`src/rtl/flash_pkg.sv`:
```
// Shared types and constants for the configuration-flash SPI transaction sequencer.
package flash_pkg;

   localparam int LEN_W = 9;

   localparam logic [7:0] OP_WREN = 8'h06;
   localparam logic [7:0] OP_READ = 8'h03;
   localparam logic [7:0] OP_PP   = 8'h02;
   localparam logic [7:0] OP_RDSR = 8'h05;
   localparam logic [7:0] OP_SE   = 8'hD8;

   typedef enum logic [2:0] {
      S_IDLE, S_SETUP, S_CMD, S_A2, S_A1, S_A0, S_DATA, S_HIGH
   } state_t;

   // States that occupy a shifter byte slot
   function automatic logic is_byte_state(input state_t s);
      return s inside {[S_CMD:S_DATA]};
   endfunction

endpackage

```
`src/rtl/flash_slot_timer.sv`:
```
// Byte-slot counter: runs while a byte state is active, flags the write strobe
// cycle (0) and the read-strobe / last cycle of each slot.
module flash_slot_timer #(
   parameter int BYTE_CYCLES = 18
) (
   input  logic CLK,
   input  logic RST,
   input  logic run,
   output logic slot_start,
   output logic slot_cap,
   output logic slot_end
);

   logic [4:0] cnt;

   // Held at zero outside byte states so the first slot always starts at cycle 0
   always_ff @(posedge CLK or posedge RST) begin
      if (RST)                                cnt <= '0;
      else if (!run)                          cnt <= '0;
      else if (cnt == 5'(BYTE_CYCLES - 1))    cnt <= '0;
      else                                    cnt <= cnt + 5'd1;
   end

   assign slot_start = run && (cnt == 5'd0);
   assign slot_cap   = run && (cnt == 5'(BYTE_CYCLES - 1));
   assign slot_end   = run && (cnt == 5'(BYTE_CYCLES - 1));

endmodule

```
`src/rtl/flash_seq.sv`:
```
// Flash transaction sequencer: chip select, opcode, optional 24-bit address,
// LEN data bytes in either direction, then enforced chip-select-high time.
module flash_seq
   import flash_pkg::*;
#(
   parameter int BYTE_CYCLES = 18,
   parameter int CS_SETUP    = 2,
   parameter int CS_HIGH     = 4
) (
   input  logic             CLK,
   input  logic             RST,
   input  logic             START,
   input  logic             RNW,
   input  logic             HASADDR,
   input  logic [7:0]       CMD,
   input  logic [23:0]      ADDR,
   input  logic [LEN_W-1:0] LEN,
   input  logic [7:0]       WDATA,
   output logic             WACK,
   output logic [7:0]       RDATA,
   output logic             RSTB,
   output logic             BUSY,
   output logic             FCS,
   output logic             BWS,
   output logic [7:0]       BDO,
   output logic             BRS,
   input  logic [7:0]       BDI
);

   state_t           state;
   logic [7:0]       cmd_q;
   logic [23:0]      addr_q;
   logic             rnw_q;
   logic             hasaddr_q;
   logic [LEN_W-1:0] rem;
   logic [7:0]       wcnt;
   logic             slot_start, slot_cap, slot_end;
   logic [7:0]       obyte;

   flash_slot_timer #(.BYTE_CYCLES(BYTE_CYCLES)) u_timer (
      .CLK        (CLK),
      .RST        (RST),
      .run        (is_byte_state(state)),
      .slot_start (slot_start),
      .slot_cap   (slot_cap),
      .slot_end   (slot_end)
   );

   always_comb begin
      obyte = 8'h00;
      case (state)
         S_CMD:   obyte = cmd_q;
         S_A2:    obyte = addr_q[23:16];
         S_A1:    obyte = addr_q[15:8];
         S_A0:    obyte = addr_q[7:0];
         S_DATA:  obyte = rnw_q ? 8'h00 : WDATA;
         default: obyte = 8'h00;
      endcase
   end

   // Write data is taken straight from WDATA in the strobe cycle, so BDO is a mux, not a register
   assign BWS  = slot_start;
   assign BRS  = slot_cap;
   assign BDO  = slot_start ? obyte : 8'h00;
   assign WACK = slot_start && (state == S_DATA) && !rnw_q;

   always_ff @(posedge CLK or posedge RST) begin
      if (RST) begin
         state     <= S_IDLE;
         FCS       <= 1'b1;
         BUSY      <= 1'b0;
         RDATA     <= 8'h00;
         RSTB      <= 1'b0;
         cmd_q     <= 8'h00;
         addr_q    <= 24'h0;
         rnw_q     <= 1'b0;
         hasaddr_q <= 1'b0;
         rem       <= '0;
         wcnt      <= 8'h00;
      end else begin
         RSTB <= 1'b0;
         if (state == S_DATA && rnw_q && slot_cap) begin
            RDATA <= BDI;
            RSTB  <= 1'b1;
         end
         case (state)
            S_IDLE: if (START) begin
               cmd_q     <= CMD;
               addr_q    <= ADDR;
               rnw_q     <= RNW;
               hasaddr_q <= HASADDR;
               rem       <= LEN;
               wcnt      <= 8'h00;
               FCS       <= 1'b0;
               BUSY      <= 1'b1;
               state     <= S_SETUP;
            end
            S_SETUP: begin
               if (wcnt == 8'(CS_SETUP - 1)) begin
                  wcnt  <= 8'h00;
                  state <= S_CMD;
               end else begin
                  wcnt <= wcnt + 8'd1;
               end
            end
            S_CMD: if (slot_end) begin
               if (hasaddr_q)       state <= S_A2;
               else if (rem != '0)  state <= S_DATA;
               else begin
                  state <= S_HIGH;
                  FCS   <= 1'b1;
               end
            end
            S_A2: if (slot_end) state <= S_A1;
            S_A1: if (slot_end) state <= S_A0;
            S_A0: if (slot_end) begin
               if (rem != '0) state <= S_DATA;
               else begin
                  state <= S_HIGH;
                  FCS   <= 1'b1;
               end
            end
            // rem is 9 bits so LEN=256 runs 256 slots down to zero without wrapping
            S_DATA: if (slot_end) begin
               rem <= rem - 1'b1;
               if (rem == LEN_W'(1)) begin
                  state <= S_HIGH;
                  FCS   <= 1'b1;
               end
            end
            S_HIGH: begin
               if (wcnt == 8'(CS_HIGH - 1)) begin
                  wcnt  <= 8'h00;
                  BUSY  <= 1'b0;
                  state <= S_IDLE;
               end else begin
                  wcnt <= wcnt + 8'd1;
               end
            end
            default: state <= S_IDLE;
         endcase
      end
   end

endmodule

```
`config.mk`:
```
export PLATFORM = sky130hd
export DESIGN_NAME = flash_seq
export DESIGN_NICKNAME = d
export VERILOG_FILES = /design/src/rtl/flash_pkg.sv /design/src/rtl/flash_slot_timer.sv /design/src/rtl/flash_seq.sv
export SDC_FILE = /design/constraint.sdc
export NUM_CORES = 1
export LEC_CHECK = 0
export BUFFER_PORTS_ARGS = -buffer_cell sky130_fd_sc_hd__buf_4
export CAP_MARGIN = 10
export CORE_ASPECT_RATIO = 0.7
export CORE_MARGIN = 2
export CORE_UTILIZATION = 60
export CTS_BUF_LIST = sky130_fd_sc_hd__clkbuf_8
export DETAILED_ROUTE_END_ITERATION = 6
export HOLD_SLACK_MARGIN = 0.06
export PLACE_DENSITY_LB_ADDON = 0.2
export SLEW_MARGIN = 0
export SYNTH_ARGS = -nofsm -noshare
export SYNTH_HDL_FRONTEND = slang
export SYNTH_SLANG_ARGS = --single-unit
```
`constraint.sdc`:
```
create_clock -name CLK -period 2.8 [get_ports CLK]
set_input_delay 0.14 -clock CLK [delete_from_list [all_inputs] [get_ports CLK]]
set_output_delay 0.14 -clock CLK [all_outputs]
set_load 0.01 [all_outputs]
```
Word-level counts from Yosys, hierarchy flattened
Index checks and enable logic that the tools add are counted.
{"block": "totals", "input_bits": 62, "output_inout_bits": 22, "word_cells": 95, "ff_bits": 70}
{"block": "classes", "eq_ne": 21, "magnitude_cmp": 2, "reduce_logical": 21, "n_addsub": 3, "mux": 36}
{"op": "8-bit 2-to-1 mux", "count": 5}
{"op": "8-bit case mux with 5 select lines", "count": 1}
{"op": "3-bit 2-to-1 mux", "count": 10}
{"op": "3-bit case mux with 8 select lines", "count": 1}
{"op": "8-bit case mux with 3 select lines", "count": 1}
{"op": "9-bit 2-to-1 mux", "count": 2}
{"op": "2-bit != test (second input constant)", "count": 9}
{"op": "9-bit case mux with 2 select lines", "count": 1}
{"op": "3-bit == test (second input constant)", "count": 4}
{"op": "1-bit 2-to-1 mux", "count": 11}
{"op": "5-bit 2-to-1 mux", "count": 2}
{"op": "9-bit by 1-bit == test with 1-bit output (second input constant)", "count": 1}
{"op": "9-bit AND reduction", "count": 1}
{"op": "9-bit nonzero test", "count": 1}
{"op": "9-bit by 1-bit subtractor with 9-bit output (second input constant)", "count": 1}
{"op": "8-bit by 1-bit adder with 8-bit output (second input constant)", "count": 1}
{"op": "8-bit by 1-bit == test with 1-bit output (second input constant)", "count": 1}
{"op": "8-bit by 2-bit == test with 1-bit output (second input constant)", "count": 1}
{"op": "1-bit logical AND", "count": 7}
{"op": "7-bit AND reduction", "count": 1}
{"op": "3-bit by 2-bit == test with 1-bit output (second input constant)", "count": 2}
{"op": "3-bit AND reduction", "count": 2}
{"op": "5-bit by 1-bit adder with 5-bit output (second input constant)", "count": 1}
{"op": "5-bit == test (second input constant)", "count": 1}
{"op": "13 further kinds", "count": 15}

Logic depth before layout (Yosys ltp)
{"block": "depth", "depth_word": 5, "mapped_depth": 8, "mapped_depth_nobuf": 7}

Cells and area by module
A second synthesis with hierarchy kept.
{"block": "unflattened", "hier_cells": 347, "area_unflattened_um2": 3703.6}
{"mod": "flash_seq", "instances": 1, "cells_each": 315, "area_each_um2": 3393.3}
{"mod": "flash_slot_timer", "instances": 1, "cells_each": 32, "area_each_um2": 310.3}

Least setup slack after synthesis
Ideal clock, no wire load.
{"block": "synth_timing", "path_kind": "register to register", "from": "reg u_timer.cnt[1]", "to": "reg RDATA[0]", "period_less_slack_ns": 1.792, "setup_ns": 0.125, "stages_incl_launch_ff": 8, "t_arrival_ns": 1.667, "t_required_ns": 2.675, "path_buffers": 1, "slack_ns": 1.008, "path_cell_list": "dfrtp_1 inv_1 ha_1 nand4bb_1 nor2_1 and3_1 buf_4 mux2_2"}
{"block": "synth_via", "elab_chain_len": 3}
{"element": "start: declaration", "line_no": "flash_slot_timer.sv:14", "text": "logic [4:0] cnt;"}
{"element": "start signal: assignment", "line_no": "flash_slot_timer.sv:21", "text": "else cnt <= cnt + 5'd1;"}
{"element": "5-bit == test", "line_no": "flash_slot_timer.sv:25", "text": "assign slot_cap = run && (cnt == 5'(BYTE_CYCLES - 1));"}
{"element": "1-bit logical AND", "line_no": "flash_slot_timer.sv:25"}
{"element": "via BRS", "line_no": "flash_seq.sv:26", "text": "output logic BRS,"}
{"element": "1-bit logical AND", "line_no": "flash_seq.sv:82", "text": "if (state == S_DATA && rnw_q && slot_cap) begin"}
{"element": "end signal: assignment", "line_no": "flash_seq.sv:72", "text": "RDATA <= 8'h00;"}
{"element": "end signal: assignment", "line_no": "flash_seq.sv:83", "text": "RDATA <= BDI;"}
{"element": "end: declaration", "line_no": "flash_seq.sv:20", "text": "output logic [7:0] RDATA,"}
The timed path passes the listed nets, and every way through them passes these cells.
A chain may end at the register's enable or synchronous reset.

Final worst setup path
{"block": "layout_timing", "from": "reg state[0]", "to": "out BDO[3]"}
{"block": "layout_via", "elab_chain_len": 4}
{"element": "start: declaration", "line_no": "flash_seq.sv:30", "text": "state_t state;"}
{"element": "start signal: assignment", "line_no": "flash_seq.sv:69", "text": "state <= S_IDLE;"}
{"element": "start signal: assignment", "line_no": "flash_seq.sv:96", "text": "state <= S_SETUP;"}
{"element": "start signal: assignment", "line_no": "flash_seq.sv:101", "text": "state <= S_CMD;"}
{"element": "3-bit by 2-bit greater-or-equal comparator with 1-bit output or 3-bit <= comparator (tied branches)", "line_no": "flash_pkg.sv:18", "text": "return s inside {[S_CMD:S_DATA]};"}
{"element": "1-bit logical AND", "line_no": "flash_pkg.sv:18"}
{"element": "1-bit logical AND", "line_no": "flash_slot_timer.sv:24", "text": "assign slot_start = run && (cnt == 5'd0);"}
{"element": "8-bit 2-to-1 mux (*)", "line_no": "flash_seq.sv:64", "text": "assign BDO = slot_start ? obyte : 8'h00;"}
{"element": "end: declaration", "line_no": "flash_seq.sv:25", "text": "output logic [7:0] BDO,"}
Every way passes the cells marked *; elsewhere a longest branch is shown, timed or not.

==> out/metrics.yaml <==
final_layout:
  layout-drive-gt1-share_pct: 34.5
  fill_cells: 316
  seq_area_mm2: 0.00175
  nets: 526
  syn2layout_area_growth_pct: 34.0
  diodes: 0
  multi_input_area_mm2: 0.00171
  stdcell_count: 536
worst_setup_path:
  critPathTopFamily: "simple AND/OR/NAND/NOR gates"
  r2r-start: "state[1]"
  reg2regPathDepth: 4
  crit_top_cell: "nor2_1"
  crit_fanout: 11
  worstSetupEndpointType: "output pin"
  timing.rr.end: "hasaddr_q"
  r2r_slack_ns: 0.57
  path_cells: "inv_1, nand3_1, nor2_1, a21oi_1, nor2_1, buf_4"
  startpoint_type: "flop"
  worst-path-buf-inv: 2
  cp.arrival_ns: 2.51
  crit_required_ns: 2.66
  crit_path_top_delay_cell: "nor2_1"
  cpPeakStageDelay_ns: 0.67
  path_class: "flop to output pin"
hold_path:
  hp-start: "LEN[0]"
  hold_end: "rem[0]"
  min_path_cells: 3
  hold_path.class: "primary input to flop"
floorplanning:
  rows: 23
  die_y_um: 69.0
  die_area_mm2: 0.00668
  initial_core_util_pct: 62.6
  core_area_mm2: 0.00578
  die_x_um: 96.9
  ioPinCount: 84
sta:
  hold_violations: 0
  clock_skew_ns: 0.0130
  min_period_ns: 2.65
  rsz0062_at_grt: "false"
  setup_viol: 0
  max_slew_margin_pct: 53.5
  tns_ns: 0
  drv_slew: 0
  fmax_ghz: 0.377
  worstMarginPinSlew_ns: 0.695
  final_critical_path_setup_slack_ns: 0.147
  min_period_over_period_pct: 94.8
route:
  drt_iter0_drc: 169
  ant_nets: 0
  dr.pass1.iters: 4
  wirelength_um: 9550
  drt-wirelength-per-cell_um: 17.8
  via_per_inst: 5.72
  drc_errors: 0
  num_vias: 3067
clock_network:
  cts_tree: "built"
  clk-insertion-delay-late_ns: 0.35
  cts_setup_buffers: 0
  root_buffer: "clkbuf_8"
  cts_max_path_buffers: 2
  cts.clk_slew.worst_paths_ns: 0.07
  clock_sinks: 70
  cts_made_buffers: 9
  htreeDepth: 3
yosys:
  netlist_area_mm2: 0.00362
  yosysSeqAreaShare_pct: 48.4
  ys_types: 51
  ys_ff_latch: 70
  yosys_warnings: 0
  yosysTopAreaCell: "dfrtp_1"
  netlist_instances: 329
  synth_area_leaders: "dfrtp_1 48%, mux2_2 13%, mux2i_1 5.0%"
  avgSynthCellArea_um2: 11.0
  synth.top_cell.area_share_pct: 47.7
  synthesis.nets: 399
pwr:
  p_clk_share_pct: 37.2
  p_comb_share_pct: 7.9
  swShare_pct: 23.1
  p_total_mw: 1.84
  leakage_nw: 2.43
  power_density_mw_per_mm2: 379
  seqPwrFrac_pct: 54.8
  internal_power_mw: 1.42
  peakVddDrop_uv: 251
  switchingPower_uw: 426
place:
  io_buffer_count: 83
  gp_congestion: 0.870
  dp_slack_ns: 0.656
  place_inst: 477
  place_hpwl_um: 5630
global_route:
  grtUsageTotal_pct: 29.7
  grt_overflow: 0
  grt_pass1_vias: 3162
  grt_max_degree: 37
  grt_pass1_wl_um: 15800
  antenna_found_initial: 0
run_status:
  status: "completed"
job:
  cap_viol_max_count: 0
==> area by class of cell <==
class | instances | area share, %
sequential | 70 | 36.1
multi-input combinational | 232 | 35.2
timing repair buffer | 132 | 22.6
clock buffer | 9 | 2.55
tap | 75 | 1.93
inverter | 11 | 0.851
clock inverter | 7 | 0.722
==> cells in the final DEF, fill, tap and decap left out, drive strengths merged, types with 12 or more instances in the layout <==
cell,count
buf,89
dfrtp,69
dlygate4sd3,43
mux2,42
nor2,29
a21oi,21
o21ai,18
mux2i,18
inv,14
nand3,14
nand2,12
o22ai,12
==> synth_stat cells, drive strengths merged <==
cell / number
a31oi: 1
o22a: 1
buf: 11
or2: 1
a2bb2oi: 1
nor3: 4
dfrtp: 69
o21ai: 18
o2bb2ai: 2
inv: 11
a21o: 4
o211ai: 2
o32ai: 1
o21a: 1
nand3: 14
and3: 9
a21oi: 21
or4: 2
a211oi: 1
nand2: 12
a32oi: 1
and2: 1
nor2: 29
nor3b: 4
o221ai: 1
nor4b: 1
a22oi: 1
clkbuf: 5
nor4: 3
xor2: 2
mux2i: 18
nand2b: 6
ha: 8
nand4bb: 1
and4b: 1
dfstp: 1
xnor2: 2
and2b: 2
or3b: 1
mux2: 42
o22ai: 12
nand4b: 1
==> registers in the layout, indices dropped and copies added (netlist names) <==
signal       cells
FCS              1
u_timer.cnt      5
cmd_q            8
rem              9
BUSY             1
RDATA            8
hasaddr_q        1
state            3
wcnt             8
RSTB             1
rnw_q            1
addr_q          24
==> per-layer routing <==
metal	track usage [%]	wire, µm	vias to the layer above
met2	52.2	4760	136
met5	0	0	-
met4	7.51	119	0
met3	7.20	561	13
met1	37.1	4110	1478
li1	-	-	1440
==> worst reg2reg max path, stage by stage, from the launching register on <==
cell and delay [ns]:
dfrtp_1 0.52, nor2_1 0.48, and3_1 0.26, buf_4 0.43
mux2_2 0.42
==> logic make-up after synthesis <==
kind of cell             synth area share (%)
AND/OR/NAND/NOR                          14.0
multiplexers                             18.0
AO/OA/AOI/OAI                            11.4
buffers and inverters                    4.42
flip-flops                               48.4
adder cells (fa/ha/maj)                  2.76
XOR/XNOR                                0.967
==> repair_timing <==
item | in CTS | in global routing
hold buffers | 43 | 0
resized for setup | 0 | 0
endpoints found under the hold margin | 72 | 0
==> stage by stage <==
| step | hold slack, ns | util (%) | instance area (µm²) |
|---|---|---|---|
| CTS | 0.0604 | 83.9 | 4850 |
| detailed placement | 0.273 | 73.7 | 4270 |
| floorplan | 0.292 | - | 3620 |
| global route | 0.0796 | 83.9 | 4850 |
| finish | 0.0717 | 83.9 | 4850 |
| global placement | 0.268 | 73.7 | 4270 |
==> how the worst max path moves through the flow <==
stage	startpoint	endpoint	slack [ns]	cells after the start
global route	state[0]	BDO[4]	0.02	6
floorplan	RST	BUSY	0.89	1
finish	state[0]	BDO[3]	0.15	6
global placement	u_timer.cnt[1]	RDATA[5]	0.77	6
CTS	state[0]	BDO[4]	0.29	6
detailed placement	state[0]	BDO[4]	0.66	6
==> power groups by stage <==
| stage | clock network [mW] | registers (mW) | logic (mW) |
|---|---|---|---|
| detailed placement | 0 | 1.03 | 0.0928 |
| global placement | 0 | 1.03 | 0.0912 |
| floorplan | 0 | 1.03 | 0.0190 |
| global route | 0.745 | 1.01 | 0.156 |
| CTS | 0.682 | 1.01 | 0.141 |
| finish | 0.686 | 1.01 | 0.146 |
Note: power is estimated with default switching activity, not from simulation.
